$ cat src/rtl/call_register.sv
// rtl/call_register.sv - elevator call register: synchronised button edges latched as pending calls,
// cleared by direction-aware service at the current floor, with above/below/here/count summaries.
module call_register #(
  parameter int FLOORS      = 7,
  parameter int FLOOR_W     = 3,
  parameter int SYNC_STAGES = 2,
  parameter int CNT_W       = 5
) (
  input  logic               clk,
  input  logic               reset,
  input  logic [FLOORS-1:0]  hall_up_btn,
  input  logic [FLOORS-1:0]  hall_dn_btn,
  input  logic [FLOORS-1:0]  car_btn,
  input  logic [FLOOR_W-1:0] current_floor,
  input  logic [1:0]         current_direction,
  input  logic               door_open,
  input  logic               cancel_car,
  output logic [FLOORS-1:0]  hall_up_lat,
  output logic [FLOORS-1:0]  hall_dn_lat,
  output logic [FLOORS-1:0]  car_lat,
  output logic               any_above,
  output logic               any_below,
  output logic               any_here,
  output logic [CNT_W-1:0]   pending_count
);

  localparam int RW = 3 * FLOORS;

  // Hall up at the top floor and hall down at the bottom floor do not exist.
  localparam logic [FLOORS-1:0] UP_KEEP = {1'b0, {(FLOORS-1){1'b1}}};
  localparam logic [FLOORS-1:0] DN_KEEP = {{(FLOORS-1){1'b1}}, 1'b0};
  localparam logic [FLOORS-1:0] BOTTOM  = {{(FLOORS-1){1'b0}}, 1'b1};
  localparam logic [FLOORS-1:0] TOP     = {1'b1, {(FLOORS-1){1'b0}}};

  logic [RW-1:0]     sync_q [SYNC_STAGES];
  logic [RW-1:0]     hist_q;
  logic [RW-1:0]     press;
  logic [FLOORS-1:0] press_up, press_dn, press_car;

  logic [FLOORS-1:0] here_mask, above_mask, below_mask;
  logic              in_range;
  logic              dir_up, dir_dn;
  logic [FLOORS-1:0] serve, clr_up, clr_dn, clr_car;
  logic [FLOORS-1:0] up_next, dn_next, car_next;
  logic [FLOORS-1:0] all_lat;
  logic [CNT_W-1:0]  count;

  assign press     = sync_q[SYNC_STAGES-1] & ~hist_q;
  assign press_up  = press[FLOORS-1:0];
  assign press_dn  = press[2*FLOORS-1:FLOORS];
  assign press_car = press[3*FLOORS-1:2*FLOORS];

  always_comb begin
    here_mask  = '0;
    above_mask = '0;
    below_mask = '0;
    in_range   = 1'b0;
    for (int i = 0; i < FLOORS; i++) begin
      here_mask[i] = (current_floor == FLOOR_W'(i));
    end
    in_range = |here_mask;
    // Out of range the car is treated as above every floor.
    for (int i = 0; i < FLOORS; i++) begin
      above_mask[i] = in_range && (FLOOR_W'(i) > current_floor);
      below_mask[i] = !in_range || (FLOOR_W'(i) < current_floor);
    end
  end

  assign dir_up = (current_direction == 2'b01);
  assign dir_dn = (current_direction == 2'b10);

  always_comb begin
    serve   = door_open ? here_mask : '0;
    clr_car = serve | {FLOORS{cancel_car}};
    clr_up  = dir_dn ? (serve & BOTTOM) : serve;
    clr_dn  = dir_up ? (serve & TOP) : serve;
    up_next  = (hall_up_lat | press_up) & ~clr_up & UP_KEEP;
    dn_next  = (hall_dn_lat | press_dn) & ~clr_dn & DN_KEEP;
    car_next = (car_lat | press_car) & ~clr_car;
  end

  always_ff @(posedge clk or negedge reset) begin
    if (!reset) begin
      for (int i = 0; i < SYNC_STAGES; i++) sync_q[i] <= '0;
      hist_q      <= '0;
      hall_up_lat <= '0;
      hall_dn_lat <= '0;
      car_lat     <= '0;
    end else begin
      sync_q[0] <= {car_btn, hall_dn_btn, hall_up_btn};
      for (int i = 1; i < SYNC_STAGES; i++) sync_q[i] <= sync_q[i-1];
      hist_q      <= sync_q[SYNC_STAGES-1];
      hall_up_lat <= up_next;
      hall_dn_lat <= dn_next;
      car_lat     <= car_next;
    end
  end

  assign all_lat   = hall_up_lat | hall_dn_lat | car_lat;
  assign any_here  = |(all_lat & here_mask);
  assign any_above = |(all_lat & above_mask);
  assign any_below = |(all_lat & below_mask);

  always_comb begin
    count = '0;
    for (int i = 0; i < FLOORS; i++) begin
      count = count + CNT_W'(hall_up_lat[i]) + CNT_W'(hall_dn_lat[i]) + CNT_W'(car_lat[i]);
    end
  end
  assign pending_count = count;

endmodule

$ cat config.mk
export PLATFORM = sky130hd
export DESIGN_NAME = call_register
export DESIGN_NICKNAME = d
export VERILOG_FILES = /design/src/rtl/call_register.sv
export SDC_FILE = /design/constraint.sdc
export NUM_CORES = 1
export LEC_CHECK = 0
export CORE_ASPECT_RATIO = 1.2
export CORE_UTILIZATION = 30
export CTS_BUF_LIST = sky130_fd_sc_hd__clkbuf_16
export DETAILED_ROUTE_END_ITERATION = 16
export PLACE_DENSITY = 0.63
export SYNTH_ARGS = -nofsm -noshare
export SYNTH_HDL_FRONTEND = slang
export SYNTH_SLANG_ARGS = --single-unit
$ cat constraint.sdc
create_clock -name clk -period 4.3 [get_ports clk]
set_input_delay 0.43 -clock clk [delete_from_list [all_inputs] [get_ports clk]]
set_output_delay 0.43 -clock clk [all_outputs]
set_load 0.03 [all_outputs]
Word level (Yosys, flattened, before mapping)
Index checks and enable logic that the tools add are counted.
{"block": "op_classes", "n_addsub": 18, "multipliers": 0, "n_div": 0, "magnitude_cmp": 14, "n_eq_ne": 8, "n_shift": 0, "muxes": 3, "bitwise": 17, "n_reduce_logical": 20}
{"cell": "5-bit by 1-bit adder with 5-bit output", "n": 14}
{"cell": "7-bit bitwise AND", "n": 5}
{"cell": "7-bit OR", "n": 4}
{"cell": "7-bit OR reduction", "n": 4}
{"cell": "21-bit bitwise AND", "n": 1}
{"cell": "21-bit NOT", "n": 1}
{"cell": "7-bit NOT", "n": 2}
{"cell": "6-bit two-way mux", "n": 2}
{"cell": "3-bit == test (second input constant)", "n": 3}
{"cell": "3-bit greater-than comparator (first input constant)", "n": 3}
{"cell": "3-bit < comparator (first input constant)", "n": 3}
{"cell": "1-bit logical AND", "n": 7}
{"cell": "1-bit logical OR", "n": 7}
{"cell": "7-bit two-way mux", "n": 1}
{"cell": "6-bit by 7-bit OR with 7-bit output", "n": 1}
{"cell": "6-bit bitwise AND", "n": 1}
{"cell": "3-bit by 2-bit == test with 1-bit output (second input constant)", "n": 2}
{"cell": "1-bit by 3-bit greater-than comparator with 1-bit output (first input constant)", "n": 2}
{"cell": "2-bit by 3-bit greater-than comparator with 1-bit output (first input constant)", "n": 2}
{"cell": "1-bit by 3-bit < comparator with 1-bit output (first input constant)", "n": 2}
{"cell": "2-bit by 3-bit < comparator with 1-bit output (first input constant)", "n": 2}
{"cell": "6-bit NOT", "n": 1}
{"cell": "6-bit OR", "n": 1}
{"cell": "4-bit by 1-bit adder with 5-bit output", "n": 1}
{"cell": "8 further kinds", "n": 8}
{"block": "totals", "reg_bits": 82, "latch_bits": 0, "mem_bits_rw": 0, "romBits": 0, "in_bits": 30, "out_inout_bits": 29, "word_cells": 86, "n_memories": 0}

Depth between registers and ports, before layout
{"block": "depth", "word_depth": 18, "depth_mapped": 13, "ltp_nobuf": 13}

Least setup slack after synthesis
OpenSTA, ideal clock, no wires.
{"block": "synth_path", "kind": "reg-to-output", "startpoint": "reg hall_up_lat[0]", "endpoint": "out pending_count[2]", "t_arrival_ns": 4.518, "required_ns": 3.870, "slack_ns": -0.648, "stages_incl_launch_ff": 13, "n_path_buf": 0, "path_cell_list": "dfrtp_1 -> inv_1 -> fa_1 -> inv_1 -> fa_1 -> fa_1 -> inv_1 -> fa_1 -> fa_1 -> inv_1 -> fa_1 -> fa_1 -> xor2_1"}
{"block": "synth_via", "elab_chain_cells": 18}
{"item": "start, declared", "line_no": "18", "source": "output logic [FLOORS-1:0] hall_up_lat,"}
{"item": "start signal, assigned", "line_no": "93", "source": "hall_up_lat <= up_next;"}
{"item": "1-bit by 1-bit adder with 2-bit output", "line_no": "107", "source": "count = count + CNT_W'(hall_up_lat[i]) + CNT_W'(hall_dn_lat[i]) + CNT_W'(car_lat[i]);"}
{"item": "2-bit by 1-bit adder with 3-bit output", "line_no": "107"}
{"item": "3-bit by 1-bit adder with 4-bit output", "line_no": "107"}
{"item": "4-bit by 1-bit adder with 5-bit output", "line_no": "107"}
{"item": "5-bit by 1-bit adder with 5-bit output (14 in series)", "line_no": "107"}
{"item": "end, declared", "line_no": "24", "source": "output logic [CNT_W-1:0] pending_count"}
No other way between the ends.

Worst setup path after layout
{"block": "layout_path", "startpoint": "reg hall_dn_lat[2]", "endpoint": "out pending_count[4]"}
{"block": "layout_via", "elab_chain_cells": 13}
{"item": "start, declared", "line_no": "19", "source": "output logic [FLOORS-1:0] hall_dn_lat,"}
{"item": "start signal, assigned", "line_no": "94", "source": "hall_dn_lat <= dn_next;"}
{"item": "5-bit by 1-bit adder with 5-bit output (13 in series)", "line_no": "107"}
No other way between the ends.

==> impl_metrics.env <==
export IMPL_endpoint="pending_count[4]"
export IMPL_cts_hold_buf=0
export IMPL_place_area_mm2=0.003739
export IMPL_dp_hpwl_um=4590
export IMPL_fin_skew_ns=0.003569
export IMPL_synth_most_common_cell="dfrtp_1"
export IMPL_grt_pass1_vias=1876
export IMPL_crit_start="hall_dn_lat[2]$_DFF_PN0_"
export IMPL_synth_compound_area_share=0.09270
export IMPL_synth_area_leaders="dfrtp_1 (65%), fa_1 (8.9%), a21oi_1 (5.8%)"
export IMPL_ios=59
export IMPL_maxSlewHeadroom=0.3909
export IMPL_synth_mux_area_frac=0.007725
export IMPL_finalCritPeriodShare=1.153
export IMPL_route_detailed_drc=0
export IMPL_r2r_end="hall_up_lat[3]$_DFF_PN0_"
export IMPL_hold_viol=0
export IMPL_worst_pin_slew_ns=0.9137
export IMPL_violations="negative setup slack"
export IMPL_leakage_nw=1.828
export IMPL_synth_area_per_cell_um2=12.96
export IMPL_r2r_cells=4
export IMPL_cts_root_buf="clkbuf_16"
export IMPL_critPathMaxFanout=2
export IMPL_crit_type="reg2out"
export IMPL_arrival_ns=4.53
export IMPL_drive_above_1_share=0.1889
export IMPL_ys_seq_area_frac=0.6524
export IMPL_ys_warn_count=0
export IMPL_netlist_area_mm2=0.002915
export IMPL_post_place_ws_ns=-0.8362
export IMPL_cts_sinks=76
export IMPL_synth_xor_area_share=0.006009
export IMPL_wl_per_cell_um=13.80
export IMPL_synth_ff_type="dfrtp_1"
export IMPL_clock_latency_ns=0.32
export IMPL_cts_htree_levels=3
export IMPL_antenna_found_initial=0
export IMPL_design_area_mm2=0.004043
export IMPL_ant_nets=0
export IMPL_gr_total_overflow=0
export IMPL_fin_util=0.4270
export IMPL_portBuffers=54
export IMPL_r2r_start="hall_up_lat[3]$_DFF_PN0_"
export IMPL_cts_buffer_depth=2
export IMPL_synth_simple_area_share=0.06609
export IMPL_synth_edf_count=0
export IMPL_initial_core_util=0.3080
export IMPL_n_antenna_cell=0
export IMPL_dr_total_vias=1861
export IMPL_hold_ws_ns=0.2385
export IMPL_worstSetupEndpointType="output port"
export IMPL_dp_cells=415
export IMPL_final_cells=430
export IMPL_grt_usage=0.1294
export IMPL_core_area_mm2=0.009467
export IMPL_drv_slew=0
export IMPL_synth_fa_ha_area_frac=0.1193
export IMPL_nNetsFinal=354
export IMPL_ys_async_sr_fraction=1.000
export IMPL_ys_types=29
export IMPL_cts_tree="done"
export IMPL_peakVddDrop_v=0.0004568
export IMPL_period_needed_ns=4.960
export IMPL_layout_setup_ws_ns=-0.6598
export IMPL_num_rows=39
export IMPL_grt_pass1_wl_um=9632
export IMPL_hp_class="in2async"
export IMPL_grt_max_degree=77
export IMPL_synth_top_cell_by_area="dfrtp_1"
export IMPL_rsz0062_at_grt="true"
export IMPL_outcome="finished, violations left"
export IMPL_synth_cells=225
export IMPL_die_w_um=91.99
export IMPL_startpoint_type="flip-flop"
export IMPL_synth_top_area_share=0.6524
export IMPL_drt_first_iter_violations=150
export IMPL_firstDrtPassIters=4
export IMPL_required_ns=3.87
export IMPL_fmax_ghz=0.2016
export IMPL_rrSetupSlack_ns=3.33
export IMPL_syn2layout_area_growth_pct=38.67
export IMPL_wl_um=5932
export IMPL_via_per_inst=4.328
export IMPL_maxCapViolCount=0
export IMPL_synth_top_family_by_area="adder cells"
export IMPL_die_h_um=110.0
export IMPL_setup_viol_count_final=5
export IMPL_clk_pin_slew_ns=0.05
export IMPL_powerDensity_mw_per_mm2=699.7
export IMPL_cts_buffers=9
export IMPL_ys_ff_latch=76
export IMPL_globalplace_congestion=0.9079
export IMPL_synthTopCellsByCount="dfrtp_1 (76), inv_1 (36), a21oi_1 (34)"
export IMPL_die_area_mm2=0.01012
metal layers:
layer | wire length (um) | track usage
met1 | 2505 | 0.1576
met2 | 2966 | 0.2111
met3 | 358 | 0.04047
met4 | 102 | 0.06027
met5 | 0 | 0
how the worst min path moves through the flow:
| stage | start | endpoint | slack, ns | cells past startpoint |
|---|---|---|---|---|
| after floorplan | reset | car_lat[0]$_DFF_PN0_ | 0.13 | 0 |
| after global placement | sync_q[29]$_DFF_PN0_ | sync_q[8]$_DFF_PN0_ | 0.33 | 0 |
| after detailed placement | sync_q[21]$_DFF_PN0_ | sync_q[0]$_DFF_PN0_ | 0.33 | 0 |
| after CTS | reset | sync_q[25]$_DFF_PN0_ | 0.28 | 1 |
| after global routing | reset | sync_q[32]$_DFF_PN0_ | 0.32 | 1 |
| final | reset | sync_q[35]$_DFF_PN0_ | 0.24 | 1 |
placed cells by master (no fill, tap or decap), types with 3 or more instances in the layout:
cell	count
a21o_1	3
inv_2	3
ha_1	7
inv_1	33
nor3_1	15
dfrtp_2	8
clkdlybuf4s50_1	48
nand2b_1	6
clkbuf_16	9
nor2_1	8
nand2_1	6
buf_4	18
a21oi_1	33
buf_6	5
fa_1	11
dfrtp_1	68
where the power goes:
| part | internal, W | switching (W) | total (W) | leakage [nW] |
|---|---|---|---|---|
| Clock | 0.000440 | 0.000263 | 0.000703 | 0.133 |
| Combinational | 0.000639 | 0.000702 | 0.00134 | 0.827 |
| Sequential | 0.000759 | 0.0000259 | 0.000785 | 0.868 |
| Total | 0.00184 | 0.000991 | 0.00283 | 1.83 |
final cells by class:
type / count / area, um2
fillers: 923 / 5424
flip-flops and latches: 76 / 1912
multi-input cells: 110 / 889.6
repair buffers: 71 / 671.9
clock buffers: 9 / 225.2
well taps: 123 / 153.9
inverters: 36 / 135.1
clock inverters: 5 / 55.05
critical path, cell delays in order, from the launching register on:
cell	delay (ns)
dfrtp_2	0.41
fa_1	0.59
fa_1	0.45
fa_1	0.51
inv_1	0.05
fa_1	0.45
fa_1	0.49
inv_1	0.05
fa_2	0.36
fa_2	0.35
a21o_1	0.17
a21o_4	0.20
buf_6	0.13
registers in the layout, summed over array words and instances, names as in the netlist:
| register | flops |
|---|---|
| car_lat | 7 |
| sync_q | 38 |
| hall_up_lat | 6 |
| hist_q | 19 |
| hall_dn_lat | 6 |
repair_timing:
| action | 4_1_cts | 5_1_grt |
|---|---|---|
| endpoints found under the setup margin | 5 | 5 |
| buffers inserted | 1 | 0 |
| pin swaps | 7 | 6 |
| resized for setup | 11 | 1 |
kinds of logic after synthesis:
family,count (synthesis)
flops,76
compound gates,47
buf+inv,40
simple gates,38
fa+ha+maj,20
xor+xnor,2
other cells,1
mux,1
stage by stage:
stage                     total power (W)  setup TNS [ns]
after global placement           0.002012          -1.275
final                            0.002829          -2.291
after global routing             0.002985          -2.982
after detailed placement         0.002064          -1.524
after CTS                        0.002885          -2.639
after floorplan                  0.001641         -0.8735
Note: power is estimated with default switching activity, not from simulation.
